==> src/rtl/tank_input_pkg.sv <==
// Shared keycodes, direction/fire-state types and helpers for the tank input scheduler.
// TANK_SEMI_AUTO_EN adds the WAIT_RELEASE fire state (one shot per key press).
package tank_input_pkg;

  localparam logic [7:0] KC_P1_L    = 8'h04;
  localparam logic [7:0] KC_P1_R    = 8'h07;
  localparam logic [7:0] KC_P1_D    = 8'h16;
  localparam logic [7:0] KC_P1_U    = 8'h1A;
  localparam logic [7:0] KC_P1_FIRE = 8'h2C;

  localparam logic [7:0] KC_P2_L    = 8'h50;
  localparam logic [7:0] KC_P2_R    = 8'h4F;
  localparam logic [7:0] KC_P2_D    = 8'h51;
  localparam logic [7:0] KC_P2_U    = 8'h52;
  localparam logic [7:0] KC_P2_FIRE = 8'h28;

  localparam logic [7:0] OUT_L = 8'h04;
  localparam logic [7:0] OUT_R = 8'h07;
  localparam logic [7:0] OUT_D = 8'h16;
  localparam logic [7:0] OUT_U = 8'h1A;

  typedef enum logic [2:0] {NONE, L, R, D, U} dir_t;

`ifdef TANK_SEMI_AUTO_EN
  typedef enum logic [1:0] {READY, COOLDOWN, WAIT_RELEASE} fire_state_t;
`else
  typedef enum logic [1:0] {READY, COOLDOWN} fire_state_t;
`endif

  function automatic logic [7:0] dir_to_keycode(input dir_t d);
    case (d)
      L:       return OUT_L;
      R:       return OUT_R;
      D:       return OUT_D;
      U:       return OUT_U;
      default: return 8'h00;
    endcase
  endfunction

  // Empty slots (8'h00) never match, so a zero code can't be mistaken for a key.
  function automatic logic has_code(input logic [31:0] kc, input logic [7:0] code);
    logic hit;
    hit = 1'b0;
    for (int i = 0; i < 4; i++)
      if (kc[8*i +: 8] == code && code != 8'h00) hit = 1'b1;
    return hit;
  endfunction

endpackage

==> src/rtl/tank_input_player.sv <==
// One player's input path: direction decode/arbitration, fire cooldown FSM, speed timer.
// TANK_SEMI_AUTO_EN makes a held fire key shoot once and then wait for release.
module tank_input_player
  import tank_input_pkg::*;
#(
  parameter int         FIRE_COOLDOWN = 30,
  parameter int         SPEED_FRAMES  = 600,
  parameter logic [7:0] KEY_L         = KC_P1_L,
  parameter logic [7:0] KEY_R         = KC_P1_R,
  parameter logic [7:0] KEY_D         = KC_P1_D,
  parameter logic [7:0] KEY_U         = KC_P1_U,
  parameter logic [7:0] KEY_FIRE      = KC_P1_FIRE
) (
  input  logic        frame_clk,
  input  logic        Reset,
  input  logic [31:0] keycodes,
  input  logic        pickup,
  output logic [7:0]  move_key,
  output logic        fire,
  output logic        speed
);

  localparam logic [7:0] COOL_LOAD = 8'(FIRE_COOLDOWN - 1);
  localparam logic [9:0] SPD_LOAD  = 10'(SPEED_FRAMES);

  logic [3:0]  held;       // {U, D, R, L}
  logic [3:0]  prev_held;
  logic [3:0]  new_dirs;
  logic        fire_held;
  dir_t        sel;
  dir_t        next_dir;
  fire_state_t state;
  logic [7:0]  cool_cnt;
  logic [9:0]  spd_cnt;
  logic [9:0]  spd_next;

  function automatic dir_t pick(input logic [3:0] m);
    if (m[0])      return L;
    else if (m[1]) return R;
    else if (m[2]) return D;
    else if (m[3]) return U;
    else           return NONE;
  endfunction

  function automatic logic is_held(input dir_t d, input logic [3:0] h);
    case (d)
      L:       return h[0];
      R:       return h[1];
      D:       return h[2];
      U:       return h[3];
      default: return 1'b0;
    endcase
  endfunction

  assign held = {has_code(keycodes, KEY_U), has_code(keycodes, KEY_D),
                 has_code(keycodes, KEY_R), has_code(keycodes, KEY_L)};
  assign fire_held = has_code(keycodes, KEY_FIRE);
  assign new_dirs  = held & ~prev_held;

  // A freshly pressed key always wins; otherwise stick with the current choice.
  always_comb begin
    next_dir = NONE;
    if (|new_dirs)              next_dir = pick(new_dirs);
    else if (is_held(sel, held)) next_dir = sel;
    else                         next_dir = pick(held);
  end

  always_comb begin
    spd_next = spd_cnt;
    if (pickup)              spd_next = SPD_LOAD;
    else if (spd_cnt != '0)  spd_next = spd_cnt - 10'd1;
  end

  always_ff @(posedge frame_clk or posedge Reset) begin
    if (Reset) begin
      prev_held <= '0;
      sel       <= NONE;
      move_key  <= 8'h00;
      spd_cnt   <= '0;
      speed     <= 1'b0;
    end else begin
      prev_held <= held;
      sel       <= next_dir;
      move_key  <= dir_to_keycode(next_dir);
      spd_cnt   <= spd_next;
      speed     <= (spd_next != '0);
    end
  end

  always_ff @(posedge frame_clk or posedge Reset) begin
    if (Reset) begin
      state    <= READY;
      cool_cnt <= '0;
      fire     <= 1'b0;
    end else begin
      fire <= 1'b0;
      case (state)
        READY: begin
          fire <= fire_held;
          if (fire_held && FIRE_COOLDOWN > 1) begin
            cool_cnt <= COOL_LOAD;
            state    <= COOLDOWN;
          end
`ifdef TANK_SEMI_AUTO_EN
          else if (fire_held) state <= WAIT_RELEASE;
`endif
        end
        COOLDOWN: begin
          if (cool_cnt <= 8'd1) begin
            cool_cnt <= '0;
`ifdef TANK_SEMI_AUTO_EN
            state    <= fire_held ? WAIT_RELEASE : READY;
`else
            state    <= READY;
`endif
          end else begin
            cool_cnt <= cool_cnt - 8'd1;
          end
        end
`ifdef TANK_SEMI_AUTO_EN
        WAIT_RELEASE: if (!fire_held) state <= READY;
`endif
        default: state <= READY;
      endcase
    end
  end

endmodule

==> src/rtl/tank_input_sched.sv <==
// Per-frame input scheduler: shares the keycode bus between the two tanks.
// Build option TANK_SEMI_AUTO_EN selects one-shot fire instead of auto-repeat.
module tank_input_sched
  import tank_input_pkg::*;
#(
  parameter int FIRE_COOLDOWN = 30,
  parameter int SPEED_FRAMES  = 600
) (
  input  logic        frame_clk,
  input  logic        Reset,
  input  logic [31:0] keycodes,
  input  logic        p1_pickup,
  input  logic        p2_pickup,
  output logic [7:0]  p1_move_key,
  output logic [7:0]  p2_move_key,
  output logic        p1_fire,
  output logic        p2_fire,
  output logic        p1_speed,
  output logic        p2_speed
);

  tank_input_player #(
    .FIRE_COOLDOWN(FIRE_COOLDOWN), .SPEED_FRAMES(SPEED_FRAMES),
    .KEY_L(KC_P1_L), .KEY_R(KC_P1_R), .KEY_D(KC_P1_D), .KEY_U(KC_P1_U),
    .KEY_FIRE(KC_P1_FIRE)
  ) u_p1 (
    .frame_clk(frame_clk), .Reset(Reset), .keycodes(keycodes), .pickup(p1_pickup),
    .move_key(p1_move_key), .fire(p1_fire), .speed(p1_speed)
  );

  // Arrow keys are translated to the WASD codes inside the player.
  tank_input_player #(
    .FIRE_COOLDOWN(FIRE_COOLDOWN), .SPEED_FRAMES(SPEED_FRAMES),
    .KEY_L(KC_P2_L), .KEY_R(KC_P2_R), .KEY_D(KC_P2_D), .KEY_U(KC_P2_U),
    .KEY_FIRE(KC_P2_FIRE)
  ) u_p2 (
    .frame_clk(frame_clk), .Reset(Reset), .keycodes(keycodes), .pickup(p2_pickup),
    .move_key(p2_move_key), .fire(p2_fire), .speed(p2_speed)
  );

endmodule

==> config.mk <==
export PLATFORM = sky130hd
export DESIGN_NAME = tank_input_sched
export DESIGN_NICKNAME = d
export VERILOG_FILES = /design/src/rtl/tank_input_pkg.sv /design/src/rtl/tank_input_player.sv /design/src/rtl/tank_input_sched.sv
export SDC_FILE = /design/constraint.sdc
export NUM_CORES = 1
export LEC_CHECK = 0
export ABC_CLOCK_PERIOD_IN_PS = 2700
export CORE_ASPECT_RATIO = 1.4
export CORE_MARGIN = 5
export CORE_UTILIZATION = 40
export DETAILED_ROUTE_END_ITERATION = 7
export PLACE_DENSITY_LB_ADDON = 0.05
export REMOVE_ABC_BUFFERS = 1
export SYNTH_ARGS = -nofsm -noshare
export SYNTH_HDL_FRONTEND = slang
export SYNTH_SLANG_ARGS = --single-unit
==> constraint.sdc <==
create_clock -name frame_clk -period 2.7 [get_ports frame_clk]
set_input_delay 0.27 -clock frame_clk [delete_from_list [all_inputs] [get_ports frame_clk]]
set_output_delay 0.27 -clock frame_clk [all_outputs]
set_load 0.005 [all_outputs]
## Word level (Yosys, flattened, before mapping)

Index checks and enable logic that the tools add are counted.

- Input bits: 36
- Output and inout port bits: 20
- Flip-flop bits (word level): 68

- $add $sub $neg: 4
- Reductions and logical operators: 14
- Multiplexer cells: 84
- $lt $le $gt $ge: 2
- Equality and inequality tests: 62
- Bitwise gates (word level): 4

Operator list:

| operator | number |
|---|---|
| $eq A8 B7 Y1 const B | 16 |
| $eq A8 B3 Y1 const B | 8 |
| $eq A8 B5 Y1 const B | 8 |
| $eq A8 B6 Y1 const B | 8 |
| $mux W3 | 20 |
| $mux W1 | 44 |
| $mux W10 | 4 |
| $pmux W5 S4 | 2 |
| $reduce_bool A10 Y1 | 4 |
| $mux W8 | 4 |
| $pmux W8 S2 | 2 |
| $eq A3 B2 Y1 const B | 8 |
| $sub A10 B1 Y10 const B | 2 |
| $le A8 B1 Y1 const B | 2 |
| $sub A8 B1 Y8 const B | 2 |
| $eq A3 B1 Y1 const B | 4 |
| $eq A3 B3 Y1 const B | 4 |
| $and A4 B4 Y4 | 2 |
| $mux W2 | 4 |
| $ne A2 B1 Y1 const B | 4 |
| $not A4 Y4 | 2 |
| $pmux W1 S4 | 2 |
| $pmux W2 S2 | 2 |
| $reduce_and A2 Y1 | 4 |
| 4 further kinds | 8 |

## Longest topological paths before layout

- Word-level depth: 13
- Mapped depth: 10

## By module

A second synthesis with hierarchy kept.

- Cell total of the unflattened synthesis: 433
- Area total of the unflattened synthesis: 4,100.2 um^2

Modules (own cells, without submodules):

| module | area each (um^2) | times used | cells each |
|---|---|---|---|
| tank_input_player (u_p1) | 2,050.7 | 1 | 217 |
| tank_input_player (u_p2) | 2,049.5 | 1 | 216 |

## Worst setup path after synthesis

No wires, ideal clock.

- Kind: register to register
- From: reg u_p1.spd_cnt[0]
- To: reg u_p1.speed
- Cell stages (with the launch flop): 11
- Required time: 2.567 ns
- Setup slack: 0.251 ns
- Period minus slack after synthesis: 2.449 ns
- Data arrival time: 2.316 ns
- Buffers on the path: 1
- Cells stage by stage: dfrtp_1 inv_1 ha_1 or3b_1 or4_4 buf_6 xnor2_2 nor2_1 or3_1 nor4_1 nand3_1

- Cells in the longest elaborated chain, start to end: 4
- Elaborated cells on any way between the ends: 5
- Classes of those cells: 1 x add/sub; 2 x mux; 2 x reduce/logical

RTL lines:

| what | line | RTL |
|---|---|---|
| start: declaration | tank_input_player.sv:34 | `logic [9:0] spd_cnt;` |
| start signal: assignment | tank_input_player.sv:85 | `spd_cnt <= spd_next;` |
| $sub A10 B1 Y10 / $reduce_bool A10 Y1 (equally long branches) | tank_input_player.sv:71 | `else if (spd_cnt != '0) spd_next = spd_cnt - 10'd1;` |
| $mux W10 * | tank_input_player.sv:71 |  |
| $mux W10 * | tank_input_player.sv:70 | `if (pickup) spd_next = SPD_LOAD;` |
| via u_p1.spd_next[0] | tank_input_player.sv:35 | `logic [9:0] spd_next;` |
| $reduce_bool A10 Y1 * | tank_input_player.sv:86 | `speed <= (spd_next != '0);` |
| end signal: assignment | tank_input_player.sv:86 |  |
| end: declaration | tank_input_player.sv:20 | `output logic speed` |

The timed path passes the listed nets; every way through them passes the cells marked *.
A chain may end at the register's enable or synchronous reset.

## Worst setup path in the final report

- From: reg u_p2.spd_cnt[1]
- To: reg u_p2.speed

- Cells in the longest elaborated chain, start to end: 4
- Elaborated cells on any way between the ends: 5
- Classes of those cells: 1 x add/sub; 2 x mux; 2 x reduce/logical

RTL lines:

| what | line |
|---|---|
| start: declaration | tank_input_player.sv:34 |
| start signal: assignment | tank_input_player.sv:85 |
| $sub A10 B1 Y10 / $reduce_bool A10 Y1 (equally long branches) | tank_input_player.sv:71 |
| $mux W10 * | tank_input_player.sv:71 |
| $mux W10 * | tank_input_player.sv:70 |
| via u_p2.spd_next[4] | tank_input_player.sv:35 |
| $reduce_bool A10 Y1 * | tank_input_player.sv:86 |
| end signal: assignment | tank_input_player.sv:86 |
| end: declaration | tank_input_player.sv:20 |

Marks and branches as above.

==> key figures <==
Worst setup path
  • Startpoint Class: flip-flop
  • CP Class: reg2reg
  • CP max-delay cell: or4_1
  • Worst endpoint data arrival time: 2760 ps
  • Worst R2R End: u_p2.speed
  • Internal reg-to-reg setup slack: roughly 130 ps
  • Crit end category: flip-flop
  • CP max stage delay: between 400 and 500 ps
  • CP most frequent cell: or4_1
  • Reg2reg start: u_p2.spd_cnt[1]
  • Largest fanout on the critical path: 4
  • Worst r2r path cells: 8
  • Worst-path cell chain: inv_1 -> ha_1 -> nor2b_4 -> or3b_2 -> xor2_1 -> nand2b_1 -> or4_1 -> or4_1
  • Req. time, crit path: around 2900 ps

Worst hold path
  • Hold Crit Class: in2async

STA
  • Pins Over Slew Limit: 0
  • Hold Worst Slack: between 300 and 400 ps
  • Part of the cycle the worst path needs: 95.1%
  • Setup ws final: 132 ps
  • Rel. slew slack: 61.8%
  • Setup TNS: 0 ps
  • Final setup fails: 0
  • Unrepaired setup endpoints after global routing: false
  • Max Clock Skew: 7.02 ps
  • Minimum clock period: 2570 ps
  • Fmax: ~390 MHz
  • Slew @ Worst Pin: approximately 570 ps
  • Final hold vios: 0

Power and ir drop
  • Net Sw Power: between 0.7 and 0.8 mW
  • Leak: ~2.2 nW
  • Clock power share: between 40% and 50%
  • P_int: 2.16 mW
  • Power density over the cells: between 500 and 600 nW/um^2
  • Switching Fraction: roughly a quarter
  • Flop pwr share: between 40% and 50%
  • Pwr Total: between 2 and 3 mW
  • Logic pwr share: about 18%
  • Peak VDD IR: between 0.3 and 0.4 mV

Clock network
  • Clock Tree Buf Depth: 2
  • TritonCTS clock tree: built
  • Post-CTS Setup Inserts: 0
  • Post-CTS Hold Buffers: 0
  • H-tree Lvls: 3
  • CTS Root Cell: clkbuf_16
  • Clock slew at reported path FFs: approximately 50 ps
  • Cts repair resizes: 0
  • TritonCTS Buffers: 9
  • CTS sink count: 66
  • Worst skew pair latency: roughly 330 ps

Placement
  • Dpl cells: slightly above 600
  • Post-Place Cell Area: between 4000 and 5000 um^2
  • Detailed placement HPWL: around 7100 um
  • Worst Setup Slack post-DPL: -58.1 ps
  • Routability cong.: 0.874
  • Port Buffer Count: just under 50

Logic synthesis
  • Commonest cells post-synth: 66 x dfrtp_1, 48 x nor2_1, 30 x nand2_1, 25 x inv_1, 19 x nand2b_1
  • Post-Syn Instances: between 400 and 500
  • Largest area contributor in the netlist: dfrtp_1
  • Most used DFF post-synth: dfrtp_1
  • Post-synth EDFFs: 0
  • Synth area leaders: dfrtp_1 43%, nor2_1 4.7%, nand2b_1 3.1%
  • Number of distinct library cells after synthesis: 72
  • Most frequent cell after synthesis: dfrtp_1
  • Netlist Area Pre-Place: 3830 um^2
  • Register area share after synthesis: about 43%
  • Syn_area_per_cell: approximately 9 um^2
  • Ys async rst share: between 90% and 100%
  • Yosys top cell area share: between 40% and 50%
  • Synth warnings: 0
  • Synthesis-stage register bit count: 66

Global routing
  • Global-route wire length before repair: 15700 um
  • Vias in the first global route: between 3000 and 4000
  • Grt ovf: 0
  • Antenna violations before repair: 0
  • Largest net degree at the start of global routing: between 60 and 70
  • Overall routing resource usage: about 16%

Routing
  • DRT Pass-1 Iters: 5
  • Routed vias/inst: 5.42
  • WL final: 9080 um
  • # DRC: 0
  • First DRT Iteration DRCs: about 120
  • Routed Antenna Nets: 0
  • Total number of vias: between 3000 and 4000
  • Wire length per cell: between 10 and 15 um

Outcome
  • Status: finished clean

Die
  • Die Span X: 92.7 um
  • Site Rows: 42
  • Starting Density: 40.7%
  • Core box area: between 9000 and 10000 um^2
  • Top Ports: between 50 and 60
  • Die Ht: between 100 and 150 um
  • Die area: between 10000 and 15000 um^2

Final layout
  • Layout cells sized above 1: 14.9%
  • Fillers: around 900
  • Final instance area: just over 5000 um^2
  • Final core occ: a little over half
  • Fin cells: ~630
  • Area growth from synthesis to layout: 32.9%
  • Antenna cell count: 0
  • Nets: 561

Run
  • Maxcap violations: 0
## cell families after synthesis
kind of cell	Yosys count	synth area share [%]
DFF	66	43.2
and+or+nand+nor	219	33.3
AOI/OAI and AO/OA	73	13.1
other	1	0.0980
xor gates and xnor gates	10	2.49
adders and majority gates	6	1.96
muxes	4	1.08
buffers and inverters	40	4.84
## worst max-delay path: cells and delay by family, from the launching register on
family	cells	cell delay, ps
flip-flops	1	390
AND/OR/NAND/NOR	5	1630
XOR/XNOR	1	150
adder cells (fa/ha/maj)	1	190
buffers and inverters	1	70
## flip-flops by register name (all words and copies together), names as in the netlist, 4 cells and up
register and count:
u_p1.prev_held 4, u_p2.move_key 5, u_p1.spd_cnt 10, u_p1.move_key 5
u_p1.cool_cnt 8, u_p2.prev_held 4, u_p2.cool_cnt 8, u_p2.spd_cnt 10
## area by class of cell
type | instances | area [um^2] | area share [%]
clock buffers | 11 | 243 | 4.77
clock inverters | 3 | 65.1 | 1.28
inverters | 28 | 105 | 2.07
multi-input cells | 318 | 2030 | 39.9
flip-flops and latches | 66 | 1650 | 32.5
well taps | 110 | 138 | 2.71
repair buffers | 96 | 856 | 16.8
## power by group through the flow
stage	sequential, mW	clock (mW)	combinational (mW)
after global placement	1.18	0	0.495
final	1.17	1.21	0.504
after CTS	1.17	1.24	0.507
after floorplan	1.16	0	0.296
after detailed placement	1.18	0	0.506
after global routing	1.19	1.29	0.569
## worst max-delay path by stage
stage                    start                to  slack (ps)
2_1_floorplan  u_p2.spd_cnt[0]        u_p2.speed         270
3_3_place_gp       keycodes[1]  u_p2.move_key[2]         -30
3_5_place_dp       keycodes[1]  u_p2.move_key[2]         -60
4_1_cts        u_p2.spd_cnt[1]        u_p2.speed          30
5_1_grt        u_p2.spd_cnt[0]        u_p2.speed          20
6_report       u_p2.spd_cnt[1]        u_p2.speed         130
## cell usage in the layout (no fill, tap or decap), drive strengths merged, types with 10 or more instances in the layout
master,n
buf,47
dfrtp,66
clkbuf,11
nand2,30
nand2b,19
nor4,17
o21ai,18
nor3,19
a21oi,11
nand4b,10
nor2,48
inv,27
clkdlybuf4s50,49
nor2b,10
## layer usage
metal  track usage [%]  wire, um  up-vias
met3              3.52       269       14
met5                 0         0        -
li1                  -         -     1728
met4              6.82       198        0
met1              18.8      3800     1632
met2              29.5      4820       51
No activity file was read; power rests on OpenSTA's default activity.
